[src/rtl/ddr3_port_arbiter.sv]
`default_nettype none
// ============================================================================
// Module   : ddr3_port_arbiter
// Brief    : Two-port round-robin arbiter between the core's instruction-fetch
//            port (read-only) and data port (read/write) in front of the
//            single DDR3 request FSM. One outstanding transaction at a time;
//            each response is routed back to the port that issued it.
// Options  : ARB_TIMEOUT_EN - when defined, a WAIT-state cycle counter aborts
//            a transaction after TIMEOUT_CYCLES with an err pulse.
// Revision : 1.0 - initial release
// ============================================================================
module ddr3_port_arbiter #(
  parameter int ADDR_W         = 29,
  parameter int DATA_W         = 32,
  parameter int TIMEOUT_CYCLES = 1023
) (
  input  logic              clk,
  input  logic              rst_n,
  // instruction fetch port
  input  logic              i_req,
  input  logic [ADDR_W-1:0] i_addr,
  input  logic              i_sel,
  output logic              i_gnt,
  output logic              i_rvalid,
  output logic [DATA_W-1:0] i_rdata,
  // data port
  input  logic              d_req,
  input  logic              d_we,
  input  logic [ADDR_W-1:0] d_addr,
  input  logic [DATA_W-1:0] d_wdata,
  input  logic              d_sel,
  output logic              d_gnt,
  output logic              d_rvalid,
  output logic [DATA_W-1:0] d_rdata,
  // DDR3 request FSM side
  output logic              mem_read_req,
  output logic              mem_write_req,
  output logic [ADDR_W-1:0] mem_addr,
  output logic [DATA_W-1:0] mem_wdata,
  output logic              mem_bit32_select,
  input  logic              mem_read_data_valid,
  input  logic [DATA_W-1:0] mem_read_data,
  input  logic              mem_write_done,
  // status
  output logic              busy,
  output logic              err
);

  localparam logic [1:0] S_IDLE  = 2'd0;
  localparam logic [1:0] S_ISSUE = 2'd1;
  localparam logic [1:0] S_WAIT  = 2'd2;
  localparam logic [1:0] S_RESP  = 2'd3;

  // owner / last-grant encoding
  localparam logic OWN_I = 1'b0;
  localparam logic OWN_D = 1'b1;

  logic [1:0]        state_q, state_d;
  logic              owner_q, owner_d;
  logic              last_gnt_q, last_gnt_d;
  logic              we_q, we_d;
  logic [ADDR_W-1:0] addr_q, addr_d;
  logic [DATA_W-1:0] wdata_q, wdata_d;
  logic              sel_q, sel_d;
  logic              i_gnt_q, i_gnt_d;
  logic              d_gnt_q, d_gnt_d;
  logic              rd_req_q, rd_req_d;
  logic              wr_req_q, wr_req_d;
  logic              i_rvalid_q, i_rvalid_d;
  logic              d_rvalid_q, d_rvalid_d;
  logic [DATA_W-1:0] i_rdata_q, i_rdata_d;
  logic [DATA_W-1:0] d_rdata_q, d_rdata_d;
  logic              err_q, err_d;

  logic              w_pick;
  logic              w_done;
  logic              w_timeout;

  // Only the completion matching the latched direction counts.
  assign w_done = we_q ? mem_write_done : mem_read_data_valid;

`ifdef ARB_TIMEOUT_EN
  localparam int CNT_W = ($clog2(TIMEOUT_CYCLES + 1) > 0) ? $clog2(TIMEOUT_CYCLES + 1) : 1;

  logic [CNT_W-1:0] cnt_q;

  // WAIT-cycle counter: held at zero outside WAIT so every entry starts clean.
  always_ff @(posedge clk or negedge rst_n) begin
    if (!rst_n) begin
      cnt_q <= '0;
    end else if (state_q != S_WAIT) begin
      cnt_q <= '0;
    end else if (!w_done) begin
      cnt_q <= cnt_q + CNT_W'(1);
    end
  end

  assign w_timeout = (state_q == S_WAIT) && (cnt_q == CNT_W'(TIMEOUT_CYCLES));
`else
  assign w_timeout = 1'b0;
`endif

  // Next-state and output-pulse logic for the IDLE/ISSUE/WAIT/RESP sequence.
  always_comb begin
    state_d    = state_q;
    owner_d    = owner_q;
    last_gnt_d = last_gnt_q;
    we_d       = we_q;
    addr_d     = addr_q;
    wdata_d    = wdata_q;
    sel_d      = sel_q;
    i_gnt_d    = 1'b0;
    d_gnt_d    = 1'b0;
    rd_req_d   = 1'b0;
    wr_req_d   = 1'b0;
    i_rvalid_d = 1'b0;
    d_rvalid_d = 1'b0;
    i_rdata_d  = i_rdata_q;
    d_rdata_d  = d_rdata_q;
    err_d      = 1'b0;
    w_pick     = OWN_I;

    case (state_q)
      S_IDLE: begin
        if (i_req || d_req) begin
          // On a tie the port that did not win last time goes first.
          if (i_req && d_req) begin
            w_pick = (last_gnt_q == OWN_I) ? OWN_D : OWN_I;
          end else begin
            w_pick = d_req ? OWN_D : OWN_I;
          end
          owner_d = w_pick;
          if (w_pick == OWN_D) begin
            we_d    = d_we;
            addr_d  = d_addr;
            wdata_d = d_wdata;
            sel_d   = d_sel;
            d_gnt_d = 1'b1;
          end else begin
            we_d    = 1'b0;
            addr_d  = i_addr;
            wdata_d = '0;
            sel_d   = i_sel;
            i_gnt_d = 1'b1;
          end
          rd_req_d = !((w_pick == OWN_D) && d_we);
          wr_req_d =  ((w_pick == OWN_D) && d_we);
          state_d  = S_ISSUE;
        end
      end

      S_ISSUE: begin
        last_gnt_d = owner_q;
        state_d    = S_WAIT;
      end

      S_WAIT: begin
        if (w_done) begin
          if (owner_q == OWN_D) begin
            d_rvalid_d = 1'b1;
            if (!we_q) begin
              d_rdata_d = mem_read_data;
            end
          end else begin
            i_rvalid_d = 1'b1;
            i_rdata_d  = mem_read_data;
          end
          state_d = S_RESP;
        end else if (w_timeout) begin
          if (owner_q == OWN_D) begin
            d_rvalid_d = 1'b1;
            d_rdata_d  = '0;
          end else begin
            i_rvalid_d = 1'b1;
            i_rdata_d  = '0;
          end
          err_d   = 1'b1;
          state_d = S_RESP;
        end
      end

      default: begin
        // RESP: one-cycle gap before requests are sampled again.
        state_d = S_IDLE;
      end
    endcase
  end

  // State and registered outputs; reset drops any transaction in flight.
  always_ff @(posedge clk or negedge rst_n) begin
    if (!rst_n) begin
      state_q    <= S_IDLE;
      owner_q    <= OWN_I;
      last_gnt_q <= OWN_I;
      we_q       <= 1'b0;
      addr_q     <= '0;
      wdata_q    <= '0;
      sel_q      <= 1'b0;
      i_gnt_q    <= 1'b0;
      d_gnt_q    <= 1'b0;
      rd_req_q   <= 1'b0;
      wr_req_q   <= 1'b0;
      i_rvalid_q <= 1'b0;
      d_rvalid_q <= 1'b0;
      i_rdata_q  <= '0;
      d_rdata_q  <= '0;
      err_q      <= 1'b0;
    end else begin
      state_q    <= state_d;
      owner_q    <= owner_d;
      last_gnt_q <= last_gnt_d;
      we_q       <= we_d;
      addr_q     <= addr_d;
      wdata_q    <= wdata_d;
      sel_q      <= sel_d;
      i_gnt_q    <= i_gnt_d;
      d_gnt_q    <= d_gnt_d;
      rd_req_q   <= rd_req_d;
      wr_req_q   <= wr_req_d;
      i_rvalid_q <= i_rvalid_d;
      d_rvalid_q <= d_rvalid_d;
      i_rdata_q  <= i_rdata_d;
      d_rdata_q  <= d_rdata_d;
      err_q      <= err_d;
    end
  end

  assign i_gnt            = i_gnt_q;
  assign d_gnt            = d_gnt_q;
  assign i_rvalid         = i_rvalid_q;
  assign d_rvalid         = d_rvalid_q;
  assign i_rdata          = i_rdata_q;
  assign d_rdata          = d_rdata_q;
  assign mem_read_req     = rd_req_q;
  assign mem_write_req    = wr_req_q;
  assign mem_addr         = addr_q;
  assign mem_wdata        = wdata_q;
  assign mem_bit32_select = sel_q;
  assign busy             = (state_q != S_IDLE);
  assign err              = err_q;

endmodule
`default_nettype wire

[config.mk]
export PLATFORM = sky130hd
export DESIGN_NAME = ddr3_port_arbiter
export DESIGN_NICKNAME = d
export VERILOG_FILES = /design/src/rtl/ddr3_port_arbiter.sv
export SDC_FILE = /design/constraint.sdc
export NUM_CORES = 1
export LEC_CHECK = 0
export CAP_MARGIN = 20
export CELL_PAD_IN_SITES_DETAIL_PLACEMENT = 0
export CELL_PAD_IN_SITES_GLOBAL_PLACEMENT = 1
export CORE_UTILIZATION = 28
export DETAILED_ROUTE_END_ITERATION = 8
export PLACE_DENSITY_LB_ADDON = 0.1
export SLEW_MARGIN = 15
export SYNTH_ARGS = -nofsm -noshare
export SYNTH_HDL_FRONTEND = slang
export SYNTH_SLANG_ARGS = --single-unit
[constraint.sdc]
create_clock -name clk -period 1.7 [get_ports clk]
set_clock_uncertainty 0.1 [all_clocks]
set_input_delay 0.255 -clock clk [delete_from_list [all_inputs] [get_ports clk]]
set_output_delay 0.255 -clock clk [all_outputs]
set_load 0.005 [all_outputs]
==> flow_summary.json <==
{
  "num_rows": 49,
  "antenna_violation_net_count_after_detailed_routing": 0,
  "leakage_uw": 0.00417,
  "powerDensity_nw_per_um2": 1800,
  "yosys.area_share.simple": 0.0502,
  "total_wire_length_microns": 16100,
  "fp.dieW_microns": 139,
  "timing.critical_path.slowest_stage_cell": "sky130_fd_sc_hd__dfrtp_1",
  "antenna_cells": 0,
  "top_signal_layer_used": "met4",
  "clock_sinks": 137,
  "yosys_register_bits": 137,
  "ctsRootBufferMaster": "sky130_fd_sc_hd__clkbuf_16",
  "final-hold-violation-count": 0,
  "timing.hold.ws_ns": 0.240,
  "violations": "setup timing",
  "holdCritPathClass": "primary input to async pin",
  "worst_skew_pair_latency_ns": 0.41,
  "synth_compound_gate_area_share": 0.120,
  "via_count_normalized_by_instance_count": 4.61,
  "clock_transition_at_the_register_clock_pins_on_the_worst_setup_and_hold_paths_after_cts_ns": 0.06,
  "worst_ep_arrival_time_ns": 1.91,
  "start_point_of_the_critical_path": "state_q[1]$_DFFE_PN0P_",
  "synth_top_family_by_area": "multiplexers",
  "cts_buffers": 17,
  "synthAdderAreaFrac": 0.00947,
  "synthToLayoutAreaGrowth_pct": 76.2,
  "port_buffers": 263,
  "critPathMaxFanout": 9,
  "core_area_sq_um": 18200,
  "first_global_vias": 4540,
  "maxSlewViolCount": 0,
  "post_synth_inst_count": 349,
  "overall_track_demand_over_capacity_in_global_routing": 0.166,
  "multiInputGateArea_sq_um": 1820,
  "worstPathRequired_ns": 1.89,
  "vertical_extent_of_the_die_microns": 139,
  "register_area_sq_um": 3430,
  "grt_max_degree": 42,
  "critical_path.max_stage_delay_ns": 0.38,
  "detailedRoute.firstPassIterationCount": 6,
  "detail_route.iter0.violations": 127,
  "m1WireLength_microns": 6720,
  "cts_h_tree_lvls": 4,
  "post_detail_place_hpwl_microns": 10800,
  "worstSetupEndpointType": "flop",
  "postSynthNetCount": 484,
  "post_layout_nonfiller_instances": 884,
  "timing.final.crit_period_ns": 1.73,
  "route.met3.wl_microns": 1290,
  "layout-drive-gt1-share": 0.234,
  "detail_route.drc_violations": 0,
  "detailedPlace.worstSlack_ns": -0.254,
  "fmax_ghz": 0.579,
  "clock_tree_from_tritoncts": "built",
  "top_level_ports": 265,
  "dp_cells": 839,
  "gp_routability_congestion": 0.761,
  "synth_cell_types": 27,
  "start_kind": "flop",
  "cts.path.max_buffers": 2,
  "max-vdd-ir-drop_mv": 0.738,
  "detail_route.wl_per_cell_microns": 18.2,
  "dr_wl_met2_microns": 7760,
  "crit_path_cells": "buf_4 -> ha_4 -> nor3b_4 -> buf_6 -> buf_12 -> mux2_2",
  "layout_setup_ws_ns": -0.0268,
  "synth-warning-count": 0,
  "initial_antenna_violation_count": 0,
  "die-area_sq_um": 19400,
  "period_share": 1.02,
  "route.vias.total": 4071,
  "unrepaired_setup_endpoints_after_global_routing": "yes",
  "cap_violations": 0,
  "grt_overflow": 0,
  "grt_pass1_wl_microns": 24800,
  "outcome": "finished with violations",
  "fill_cells": 1576,
  "timing.setup.critical_path_class": "flop to flop",
  "synth_mux_area_frac": 0.143,
  "post_synth.cell_area_avg_sq_um": 15.1,
  "area_share_of_xor_xnor_cells_in_the_synthesized_design": 0,
  "syn-cell-area_sq_um": 5280,
  "sequential_to_total_area_share_from_yosys_stat": 0.649,
  "design.final.nets": 777,
  "regToRegStartpoint": "state_q[1]$_DFFE_PN0P_",
  "initial_utilization": 0.290,
  "final-setup-viol-count": 16
}
## metrics by stage
stage / TNS, ns / utilization / instance area [sq um] / power [uW]
2_1_floorplan: -0.872 / - / 5290 / 8200
3_3_place_gp: -10.75 / 0.460 / 8380 / 12400
3_5_place_dp: -13.38 / 0.460 / 8380 / 12500
4_1_cts: -0.743 / 0.498 / 9080 / 16600
5_1_grt: -3.49 / 0.511 / 9310 / 17800
6_report: -0.284 / 0.511 / 9310 / 16800
## final cells by class
type	instances	share of cell area
clock inverters	13	0.0177
repair buffers	299	0.338
well taps	229	0.0308
flip-flops and latches	137	0.368
multi-input cells	184	0.196
inverters	3	0.00121
clock buffers	19	0.0486
## critical path: cells and delay by family (launching register included)
kind	cells	cell delay [ns]
AND/OR/NAND/NOR	1	0.21
adder cells (fa/ha/maj)	1	0.14
multiplexers	1	0.34
flip-flops	1	0.38
buffers and inverters	3	0.44
## layout by cell type (no fill, tap or decap), types with 2 or more instances in the layout
master,synthesis,layout
sky130_fd_sc_hd__a221o_1,31,31
sky130_fd_sc_hd__a22o_1,33,33
sky130_fd_sc_hd__and2_1,30,19
sky130_fd_sc_hd__and2_4,0,11
sky130_fd_sc_hd__buf_12,0,11
sky130_fd_sc_hd__buf_4,2,16
sky130_fd_sc_hd__buf_6,3,6
sky130_fd_sc_hd__bufinv_16,0,3
sky130_fd_sc_hd__clkbuf_16,0,20
sky130_fd_sc_hd__clkbuf_8,0,2
sky130_fd_sc_hd__clkdlybuf4s50_1,0,247
sky130_fd_sc_hd__clkinv_2,0,2
sky130_fd_sc_hd__clkinvlp_4,0,4
sky130_fd_sc_hd__dfrtp_1,137,137
sky130_fd_sc_hd__dlymetal6s2s_1,0,14
sky130_fd_sc_hd__ha_1,4,2
sky130_fd_sc_hd__ha_4,0,2
sky130_fd_sc_hd__inv_2,0,2
sky130_fd_sc_hd__inv_6,0,3
sky130_fd_sc_hd__mux2_2,64,56
sky130_fd_sc_hd__mux2_4,0,9
sky130_fd_sc_hd__nand2b_1,2,2
sky130_fd_sc_hd__nor2_1,3,3
## state kept, by name (all words and copies together) (netlist names)
name / flops
mem_read_req: 1
mem_addr: 29
mem_bit32_select: 1
mem_write_req: 1
mem_wdata: 32
state_q: 2
d_rdata: 32
d_rvalid: 1
i_rdata: 32
last_gnt_q: 1
i_rvalid: 1
we_q: 1
owner_q: 1
i_gnt: 1
d_gnt: 1
## kinds of logic after synthesis
kind of cell | after synthesis
muxes | 67
adders and majority gates | 4
other | 1
DFF | 137
and+or+nand+nor | 42
AOI/OAI and AO/OA | 70
buffers and inverters | 28
## final timing paths
kind                            slack [ns]  cells past startpoint                   endpoint
min in group clk                      0.35                      2  mem_wdata[23]$_DFFE_PN0P_
worst max register to register       -0.03                      6    i_rdata[18]$_DFFE_PN0P_
worst min register to register        0.39                      1  mem_wdata[23]$_DFFE_PN0P_
worst max-delay path                 -0.03                      6    i_rdata[18]$_DFFE_PN0P_
max in group asynchronous             0.70                      3        owner_q$_DFFE_PN0P_
worst min-delay path                  0.24                      2     i_rdata[4]$_DFFE_PN0P_
## Yosys cell counts, drive strengths merged
master	count	area, sq um
a22o	33	289
o21ai	2	10.0
nor3b	1	18.8
a21oi	2	10.0
nand2b	2	12.5
nand2	2	7.51
conb	1	3.75
clkbuf	8	30.0
nor2	3	11.3
a221o	31	310
ha	4	50.1
nand4b	1	8.76
mux2	66	743
and3	1	6.26
a22oi	1	7.51
dfrtp	137	3430
buf	17	108
inv	3	11.3
and2	31	194
nor2b	1	6.26
a21o	1	7.51
mux2i	1	10.0
## what timing repair did
item	in CTS	in global routing
endpoints found under the hold margin	34	0
pin swaps	1	27
hold buffers	1	0
resized for setup	10	42
endpoints found under the setup margin	71	78
gates cloned	1	4
buffers inserted	4	7
## layer usage
layer / vias up / track usage
met1: 2018 / 0.197
met3: 19 / 0.0668
met5: - / 0
li1: 1871 / -
met2: 163 / 0.267
met4: 0 / 0.0667
## power breakdown
part           internal [uW]  switching, uW
clock                   2400           1430
sequential              4770            791
combinational           4980           2440
Power figures use the tool's default switching activity.
